`config.mk`:
```
export PLATFORM = sky130hd
export DESIGN_NAME = step_pulse_gen
export DESIGN_NICKNAME = d
export VERILOG_FILES = /design/src/rtl/step_pulse_gen.sv
export SDC_FILE = /design/constraint.sdc
export NUM_CORES = 1
export LEC_CHECK = 0
export ABC_AREA = 1
export CORE_MARGIN = 5
export CORE_UTILIZATION = 35
export CTS_BUF_LIST = sky130_fd_sc_hd__clkbuf_16
export CTS_CLUSTER_DIAMETER = 150
export DETAILED_ROUTE_END_ITERATION = 16
export GPL_ROUTABILITY_DRIVEN = 1
export SYNTH_ARGS = -nofsm -noshare
export SYNTH_HDL_FRONTEND = slang
export SYNTH_SLANG_ARGS = --single-unit
export TNS_END_PERCENT = 1
```
`constraint.sdc`:
```
create_clock -name clk -period 1.92 [get_ports clk]
set_clock_uncertainty 0.15 [all_clocks]
set_input_delay 0.192 -clock clk [delete_from_list [all_inputs] [get_ports clk]]
set_output_delay 0.192 -clock clk [all_outputs]
set_load 0.01 [all_outputs]
```
`src/rtl/step_pulse_gen.sv`:
```
// Debounced step button to single-cycle step strobe, with a wrapping step counter.
// Define STEP_AUTORUN_EN to build the free-running divider driven by run_sel.
module step_pulse_gen #(
    parameter int DB_CYCLES  = 500000,
    parameter int RUN_DIV    = 25000000,
    parameter int STEP_CNT_W = 8
) (
    input  logic                  clk,
    input  logic                  rst,
    input  logic                  button_n,
    input  logic                  run_sel,
    output logic                  step_en,
    output logic                  pressed,
    output logic [STEP_CNT_W-1:0] step_count
);

    localparam int DBW = (DB_CYCLES > 1) ? $clog2(DB_CYCLES) : 1;

    typedef enum logic {IDLE, HELD} state_t;

    logic [1:0]            btn_sync_q;
    logic                  btn_smp_q;
    logic [DBW-1:0]        db_cnt_q, db_cnt_d;
    logic                  pressed_q, pressed_d;
    state_t                state_q;
    logic                  step_en_q;
    logic [STEP_CNT_W-1:0] step_cnt_q;
    logic                  run_active;
    logic                  auto_tick;
    logic                  manual_rise;

    // Sample register after the synchroniser sets the press latency to DB_CYCLES+2.
    always_ff @(posedge clk or posedge rst) begin
        if (rst) begin
            btn_sync_q <= 2'b11;
            btn_smp_q  <= 1'b0;
        end else begin
            btn_sync_q <= {btn_sync_q[0], button_n};
            btn_smp_q  <= ~btn_sync_q[1];
        end
    end

    always_comb begin
        db_cnt_d  = '0;
        pressed_d = pressed_q;
        if (btn_smp_q != pressed_q) begin
            if (db_cnt_q == DBW'(DB_CYCLES - 1)) begin
                pressed_d = btn_smp_q;
            end else begin
                db_cnt_d = db_cnt_q + 1'b1;
            end
        end
    end

    always_ff @(posedge clk or posedge rst) begin
        if (rst) begin
            db_cnt_q  <= '0;
            pressed_q <= 1'b0;
        end else begin
            db_cnt_q  <= db_cnt_d;
            pressed_q <= pressed_d;
        end
    end

`ifdef STEP_AUTORUN_EN
    localparam int DIVW = (RUN_DIV > 1) ? $clog2(RUN_DIV) : 1;

    logic [1:0]      run_sync_q;
    logic            run_q;
    logic [DIVW-1:0] div_q;

    always_ff @(posedge clk or posedge rst) begin
        if (rst) begin
            run_sync_q <= 2'b00;
            run_q      <= 1'b0;
            div_q      <= '0;
        end else begin
            run_sync_q <= {run_sync_q[0], run_sel};
            run_q      <= run_sync_q[1];
            if (!run_q || auto_tick) begin
                div_q <= '0;
            end else begin
                div_q <= div_q + 1'b1;
            end
        end
    end

    assign run_active = run_q;
    assign auto_tick  = run_q && (div_q == DIVW'(RUN_DIV - 1));
`else
    logic unused_run_sel;
    assign unused_run_sel = run_sel;
    assign run_active     = 1'b0;
    assign auto_tick      = 1'b0;
`endif

    assign manual_rise = (state_q == IDLE) && pressed_q;

    // Manual and auto events merge into one strobe; back-to-back strobes are blocked.
    always_ff @(posedge clk or posedge rst) begin
        if (rst) begin
            state_q   <= IDLE;
            step_en_q <= 1'b0;
        end else begin
            step_en_q <= ((manual_rise && !run_active) || auto_tick) && !step_en_q;
            case (state_q)
                IDLE:    if (pressed_q)  state_q <= HELD;
                HELD:    if (!pressed_q) state_q <= IDLE;
                default: state_q <= IDLE;
            endcase
        end
    end

    always_ff @(posedge clk or posedge rst) begin
        if (rst) begin
            step_cnt_q <= '0;
        end else if (step_en_q) begin
            step_cnt_q <= step_cnt_q + 1'b1;
        end
    end

    assign step_en    = step_en_q;
    assign pressed    = pressed_q;
    assign step_count = step_cnt_q;

endmodule

```
==> flow_summary.yaml, run 1 <==
timing:
  max_clock_freq_mhz: 613.5
  finalSetupTns_ps: 0
  setup_viol: 0
  drv_slew: 0
  rsz0062_at_grt: "no"
  period_needed_ps: 1630
  worst_pin_slew_ps: 413.4
  finalWorstSetupSlack_ps: 289.9
  min_period_over_period: 0.8490
  timing.final.hold_violations: 0
  slew_headroom: 0.7244
floorplan:
  dieArea_um2: 6225
  io_pins: 14
  rows: 25
  initial_core_util: 0.3565
  die_w_um: 78.90
  die_h_um: 78.90
  coreArea_um2: 4661
placed_design:
  gp_congestion: 0.8173
  hpwl_mm: 2.238
  port-buffer-count: 12
  dp.cells: 265
  dp_slack_ps: 373.6
  post_dp_cell_area_um2: 1847
yosys:
  synth_common_cells: "50 x nor2_1, 36 x nand2_1, 31 x dfrtp_1"
  syn-instance-count: 200
  avgSynthCellArea_um2: 8.308
  yosysSeqAreaShare: 0.4985
  synth_top_cell_area_share: 0.4669
  synthArstFlopShare: 1.000
  ys_ff_latch: 33
  synth_cell_types: 26
  yosys_most_used_dff: "dfrtp_1"
  synth_fp_nets: 206
  yosys_warnings: 0
  synth.most_common_cell: "nor2_1"
  yosys-top-cells-area: "dfrtp_1 47%, nor2_1 11%, nand2_1 8.1%, xor2_1 5.3%, nand3_1 4.5%"
  synth_edf_count: 0
  synth_area_um2: 1662
  yosys.area.top_type: "dfrtp_1"
clock_tree:
  cts_tree: "done"
  insertion_delay_ps: 270
  clockRootBuffer: "clkbuf_16"
  ctsResizeCount: 0
  cts_hold_buf: 0
  cts-buffers-inserted: 5
  post-cts-setup-buffer-count: 0
  htreeDepth: 2
  clk_path_buf_depth: 2
  clk_pin_slew_ps: 50
  clock-sinks: 33
power_and_ir_drop:
  p_leak_nw: 0.9088
  pwr_density_cell_nw_per_um2: 804.2
  ir_drop_mv: 0.4681
cells_and_area:
  drive_gt1_frac: 0.1005
  post-route-util: 0.4314
  finalNonFillerCells: 273
  area_growth_pct: 21.01
  final_nets: 224
  stdcell_area_um2: 2011
  fill_cells: 453
  antenna-diode-count: 0
critical_path:
  critPathCaptureType: "output pin"
  startpoint_type: "flop"
  crit_type: "reg2out"
  cp_slowest_cell: "clkdlybuf4s50_1"
  cp_num_buf_inv: 1
  critPathMaxFanout: 5
  required_ps: 1580
  crit_path_max_incr_delay_ps: 580
  arrival_ps: 1290
  cpLargestDelayFamily: "buffers and inverters"
  reg2reg_setup_slack_ps: 380
  path_cells: "clkdlybuf4s50_1"
detailed_routing:
  routedWlPerCell_um: 10.96
  via_count: 1245
  drc: 0
  drt_pre_antenna_iters: 4
  drtIter0Drc: 78
  wl_mm: 2.993
  ant_nets: 0
  via_per_inst: 4.560
outcome:
  outcome: "completed"
grt:
  grt_overflow: 0
  antenna_found_initial: 0
  grt_use_total: 0.1150
  grt_max_degree: 34
  grt_pass1_wl_mm: 5.761
  grt_pass1_vias: 1312
min_path:
  min-delay-path-class: "in2async"
flow_run:
  cap_violations: 0
==> cells in the final DEF, fill, tap and decap left out, types with 2 or more instances in the layout <==
master           instances
nor2_4                   2
dfrtp_1                 31
a21oi_1                  3
nand4_1                  3
xor2_1                  10
nand3_1                 15
ha_1                     2
nand2_2                  5
xnor2_1                  6
nor2_1                  50
dfstp_2                  2
inv_1                   20
nand2_1                 36
clkbuf_16                5
o21ai_0                  2
nor2_2                   2
clkdlybuf4s50_1         12
==> flip-flops by register name (all words and copies together) (netlist names) <==
register	count
db_cnt_q	19
step_count	8
btn_sync_q	2
btn_smp_q	1
pressed	1
state_q	1
step_en	1
==> path summary, 6_finish.rpt <==
path / startpoint / to / depth (start not counted)
setup / recovery: pressed$_DFFE_PP0P_ / pressed / 1
hold / removal: rst / step_count[0]$_DFFE_PP0P_ / 3
setup reg to reg: db_cnt_q[0]$_DFF_PP0_ / db_cnt_q[18]$_DFF_PP0_ / 8
hold reg to reg: btn_sync_q[0]$_DFF_PP1_ / btn_sync_q[1]$_DFF_PP1_ / 0
max in group asynchronous: rst / btn_sync_q[0]$_DFF_PP1_ / 3
min in group clk: button_n / btn_sync_q[0]$_DFF_PP1_ / 1
==> power by group <==
part	switching, mW	internal [mW]	total (mW)
combinational	0.0265	0.0117	0.0382
clock	0.264	0.603	0.867
sequential	0.00523	0.706	0.712
==> routing by layer <==
layer	vias up	share of wire	GRT usage
li1	657	-	-
met3	2	0.029	0.02721
met4	0	0.0080	0.04124
met5	-	0	0
met1	569	0.48	0.1418
met2	17	0.48	0.1961
==> cell families (layout without fill, tap and decap cells) <==
| family | after synthesis | after routing | share of synthesized area |
|---|---|---|---|
| xor gates and xnor gates | 17 | 17 | 0.09413 |
| adders and majority gates | 2 | 2 | 0.01506 |
| AOI/OAI and AO/OA | 8 | 8 | 0.02635 |
| DFF | 33 | 33 | 0.4985 |
| and+or+nand+nor | 118 | 118 | 0.3148 |
| buffers and inverters | 22 | 41 | 0.05120 |
==> cell type report <==
cell class / instances / area [um^2] / share of cell area
clock buffer: 5 / 125.1 / 0.06223
clock inverter: 3 / 38.79 / 0.01929
inverter: 20 / 75.07 / 0.03734
multi-input combinational: 145 / 748.2 / 0.3721
sequential: 33 / 828.3 / 0.4119
tap: 54 / 67.56 / 0.03360
timing repair buffer: 13 / 127.6 / 0.06347
==> metrics by stage <==
stage | hold WS [ps] | total power [mW]
2_1_floorplan | 46.48 | 0.7483
3_3_place_gp | 197.5 | 0.7627
3_5_place_dp | 201.7 | 0.7637
4_1_cts | 173.7 | 1.639
5_1_grt | 181.2 | 1.679
6_report | 164.6 | 1.617
Note: power is estimated with default switching activity, not from simulation.
==> run 2: changes to the inputs <==
Clock period 1.92 ns to 1.4 ns, I/O delays scaled along.
==> run 2 against run 1 <==
Setup slack got worse by 360 ps. Total power up 28%. First-iteration DRC count shrank 17%. Sequential power rose by 38%. The flow now finishes with violations (setup timing). Die area is the same. Utilization increased by 5.8 points.
==> flow_summary.yaml, run 2 (synthesis gave the netlist of run 1 again) <==
clock_tree:
  htreeDepth: 2
  clockRootBuffer: "clkbuf_16"
  cts-buffers-inserted: 5
  cts_tree: "done"
  insertion_delay_ps: 270
  clk_pin_slew_ps: 50
  clock-sinks: 33
  cts_hold_buf: 0
  clk_path_buf_depth: 2
floorplan:
  rows: 25
  initial_core_util: 0.3565
  die_h_um: 78.90
  die_w_um: 78.90
  io_pins: 14
  dieArea_um2: 6225
  coreArea_um2: 4661
grt:
  grt_pass1_wl_mm: 6.175
  grt_max_degree: 22
  grt_pass1_vias: 1383
  grt_use_total: 0.1271
  grt_overflow: 0
  antenna_found_initial: 0
cells_and_area:
  largest_register_ff_count: 19
  fill_cells: 419
  top_register: "db_cnt_q"
  final_common_cell: "nor2_1"
  drive_gt1_frac: 0.2910
  final_cell_mix: "40 x nor2_1, 34 x nand2_1, 26 x buf_4"
  finalNonFillerCells: 298
  area_growth_pct: 37.27
  antenna-diode-count: 0
  final_nets: 249
timing:
  min_period_over_period: 1.047
  slew_headroom: 0.8114
  drv_slew: 0
  finalWorstSetupSlack_ps: -66.13
  rsz0062_at_grt: "yes"
  timing.final.hold_violations: 0
  worst_pin_slew_ps: 282.9
  max_clock_freq_mhz: 682.1
  period_needed_ps: 1466
  setup_viol: 11
detailed_routing:
  drc: 0
  routedWlPerCell_um: 11.92
  via_count: 1384
  wl_mm: 3.551
  drtIter0Drc: 65
  ant_nets: 0
  via_per_inst: 4.644
  drt_pre_antenna_iters: 4
min_path:
  min-delay-path-class: "in2async"
outcome:
  outcome: "finished with violations"
  violations: "setup timing"
placed_design:
  dp.cells: 285
  hpwl_mm: 2.522
  port-buffer-count: 12
  dp_slack_ps: -90.54
  gp_congestion: 0.8314
power_and_ir_drop:
  p_leak_nw: 1.098
  ir_drop_mv: 0.8452
  totalPowerFinal_mw: 2.075
  pwr_density_cell_nw_per_um2: 909.6
critical_path:
  critPathMaxFanout: 5
  required_ps: 1410
  crit_type: "reg2reg"
  startpoint_type: "flop"
  cp_slowest_cell: "dfrtp_1"
  cp_num_buf_inv: 0
  path_cells: "ha_4, nand2_4, nor2_4, nand2_4, nor2_4, nand3_2, nand3_2, nor2_2"
  critPathCaptureType: "flop"
  cpLargestDelayFamily: "simple AND/OR/NAND/NOR gates"
  arrival_ps: 1480
  crit_path_max_incr_delay_ps: 400
flow_run:
  cap_violations: 0
-- run 2: changes by cell type in the layout (fill, tap and decap cells not counted), sizes merged --
cell	previous run	this run
bufinv	1	0
buf	1	26
clkdlybuf4s50	12	2
clkinvlp	0	1
dlygate4sd2	0	10
-- run 2: layout make-up --
| type | instances | area [um^2] | area share |
|---|---|---|---|
| clock buffer | 5 | 125.1 | 0.05485 |
| clock inverter | 3 | 15.01 | 0.006583 |
| timing repair buffer | 38 | 302.8 | 0.1327 |
| sequential | 33 | 835.8 | 0.3664 |
| tap | 54 | 67.56 | 0.02962 |
| inverter | 20 | 75.07 | 0.03291 |
| multi-input combinational | 145 | 859.6 | 0.3769 |
-- run 2: through the flow --
stage	util	TNS (ps)	instance area (um^2)	hold WS (ps)
floorplan	-	0	1664	-5.522
global placement	0.4290	-712.1	1999	199.1
detailed placement	0.4290	-824.5	1999	198.2
CTS	0.4593	-927.5	2141	46.50
global route	0.4894	-1987	2281	56.04
finish	0.4894	-224.3	2281	37.70
-- run 2: worst paths after layout --
path	from	endpoint	slack [ps]	cells after the start
max	db_cnt_q[0]$_DFF_PP0_	db_cnt_q[18]$_DFF_PP0_	-70	8
min	rst	step_count[3]$_DFFE_PP0P_	40	3
max reg2reg	db_cnt_q[0]$_DFF_PP0_	db_cnt_q[18]$_DFF_PP0_	-70	8
min reg2reg	btn_sync_q[0]$_DFF_PP1_	btn_sync_q[1]$_DFF_PP1_	210	0
max in group asynchronous	rst	db_cnt_q[9]$_DFF_PP0_	760	3
min in group clk	button_n	btn_sync_q[0]$_DFF_PP1_	120	1
-- run 2: worst register-to-register path: stages (launching register included) --
cell	delay (ps)
dfrtp_1	400
ha_4	180
nand2_4	60
nor2_4	120
nand2_4	100
nor2_4	160
nand3_2	80
nand3_2	80
nor2_2	40
-- run 2: power breakdown --
part           leakage (nW)  switching [mW]  internal [mW]
logic                 0.590          0.0425         0.0306
registers             0.439          0.0121          0.969
clock network        0.0687           0.377          0.644
-- run 2: metal layers --
metal  routed length (um)  GRT usage  up-vias
met5                    0          0        -
met4                   59    0.04124        0
met3                  108    0.03741        7
met2                 1713     0.2105       17
met1                 1670     0.1593      648
li1                     -          -      712
-- run 2: repair_timing --
| action | 4_1_cts | 5_1_grt |
|---|---|---|
| setup endpoints to repair | 22 | 21 |
| pin swaps | 0 | 11 |
| resized for setup | 13 | 31 |
| buffers inserted | 1 | 4 |
==> run 3: changes to the inputs <==
Settings changed: CTS_BUF_LIST sky130_fd_sc_hd__clkbuf_16 to default.
==> run 3 against run 2 <==
The flow still finishes with violations (setup timing). Count of clock-buffer cells in the layout increased by 2. Sequential share of layout area increased by 0.96 points. Global-route usage about the same. First-iteration DRC count decreased by 17%. Clock power decreased by 27%. Combinational power decreased by 3.1%. Cell count decreased by 0.67%. Final area decreased by 2.7%. Critical path type unchanged. Largest cell class unchanged.
==> flow_summary.yaml, run 3 (synthesis gave the netlist of run 1 again) <==
floorplan:
  dieArea_um2: 6225
  die_w_um: 78.90
  io_pins: 14
  initial_core_util: 0.3565
  rows: 25
  coreArea_um2: 4661
  die_h_um: 78.90
power_and_ir_drop:
  p_leak_nw: 1.064
  totalPowerFinal_mw: 1.799
  ir_drop_mv: 0.4811
  pwr_density_cell_nw_per_um2: 810.4
timing:
  period_needed_ps: 1502
  hold_slack_ps: 22.83
  slew_headroom: 0.8079
  min_period_over_period: 1.073
  finalWorstSetupSlack_ps: -102.0
  max_clock_freq_mhz: 665.8
  finalSetupTns_ps: -353.0
  drv_slew: 0
  worst_pin_slew_ps: 288.1
  setup_viol: 10
  rsz0062_at_grt: "yes"
  timing.final.hold_violations: 0
cells_and_area:
  drive_gt1_frac: 0.2727
  largest_register_ff_count: 19
  top_register: "db_cnt_q"
  final_cell_mix: "41 x nor2_1, 35 x nand2_1, 26 x dfrtp_1"
  final_nets: 247
  area_growth_pct: 33.58
  final_common_cell: "nor2_1"
  antenna-diode-count: 0
clock_tree:
  clockRootBuffer: "clkbuf_8"
  clk_path_buf_depth: 2
  htreeDepth: 2
  clock-sinks: 33
  cts-buffers-inserted: 5
  insertion_delay_ps: 280
  cts_hold_buf: 0
  cts_tree: "done"
  clk_pin_slew_ps: 70
critical_path:
  required_ps: 1430
  critPathMaxFanout: 5
  worstReg2RegStart: "db_cnt_q[0]$_DFF_PP0_"
  critPathCaptureType: "flop"
  worstSetupStartpoint: "db_cnt_q[0]$_DFF_PP0_"
  startpoint_type: "flop"
  crit_type: "reg2reg"
  arrival_ps: 1530
outcome:
  violations: "setup timing"
  outcome: "finished with violations"
placed_design:
  port-buffer-count: 12
  hpwl_mm: 2.522
  gp_congestion: 0.8314
grt:
  grt_pass1_wl_mm: 6.175
  grt_use_total: 0.1266
  grt_pass1_vias: 1397
  antenna_found_initial: 0
  grt_max_degree: 22
  grt_overflow: 0
min_path:
  min-delay-path-class: "in2async"
detailed_routing:
  drt_pre_antenna_iters: 4
  via_count: 1371
  routedWlPerCell_um: 11.99
  drc: 0
  ant_nets: 0
  wl_mm: 3.549
  drtIter0Drc: 54
  via_per_inst: 4.632
flow_run:
  cap_violations: 0
## run 3: layout make-up
type	count	area (um^2)
fill	431	2441
multi-input combinational	145	860.8
sequential	33	834.6
timing repair buffer	36	287.8
clock buffer	7	86.33
inverter	20	75.07
tap	54	67.56
clock inverter	1	7.507
## run 3: final timing paths
check | end | slack, ps | cells past startpoint
min in group clk | btn_sync_q[0]$_DFF_PP1_ | 110 | 1
max | db_cnt_q[18]$_DFF_PP0_ | -100 | 8
min | step_count[3]$_DFFE_PP0P_ | 20 | 3
min reg2reg | btn_sync_q[1]$_DFF_PP1_ | 210 | 0
max in group asynchronous | db_cnt_q[9]$_DFF_PP0_ | 770 | 3
max reg2reg | db_cnt_q[18]$_DFF_PP0_ | -100 | 8
## run 3: repair_timing
action / in CTS / in global routing
pin swaps: 0 / 10
endpoints found under the setup margin: 23 / 21
resized for setup: 13 / 28
buffers inserted: 1 / 2
## run 3: routing by layer
| layer | global-route usage | vias up | routed length (um) |
|---|---|---|---|
| li1 | - | 702 | - |
| met1 | 0.1593 | 651 | 1673 |
| met2 | 0.2114 | 11 | 1719 |
| met3 | 0.03061 | 7 | 96 |
| met4 | 0.04639 | 0 | 60 |
| met5 | 0 | - | 0 |
## run 3: critical path, stage by stage, from the launching register on
cell	delay, ps
dfrtp_1	420
ha_4	180
nand2_4	70
nor2_4	130
nand2_4	90
nor2_4	150
nand3_2	80
nand3_2	80
nor2_2	40
## run 3: power by group
part / total [mW] / switching [mW] / internal [mW]
combinational: 0.0708 / 0.0423 / 0.0285
clock: 0.748 / 0.348 / 0.399
sequential: 0.980 / 0.0135 / 0.967
total: 1.80 / 0.404 / 1.39
## run 3: metrics by stage
stage	worst slack (ps)	cells	util	area, um^2
after floorplan	27.43	200	-	1664
after global placement	-74.74	285	0.4290	1999
after detailed placement	-90.54	285	0.4290	1999
after CTS	-118.6	294	0.4494	2095
after global routing	-182.6	296	0.4762	2220
final	-102.0	296	0.4762	2220
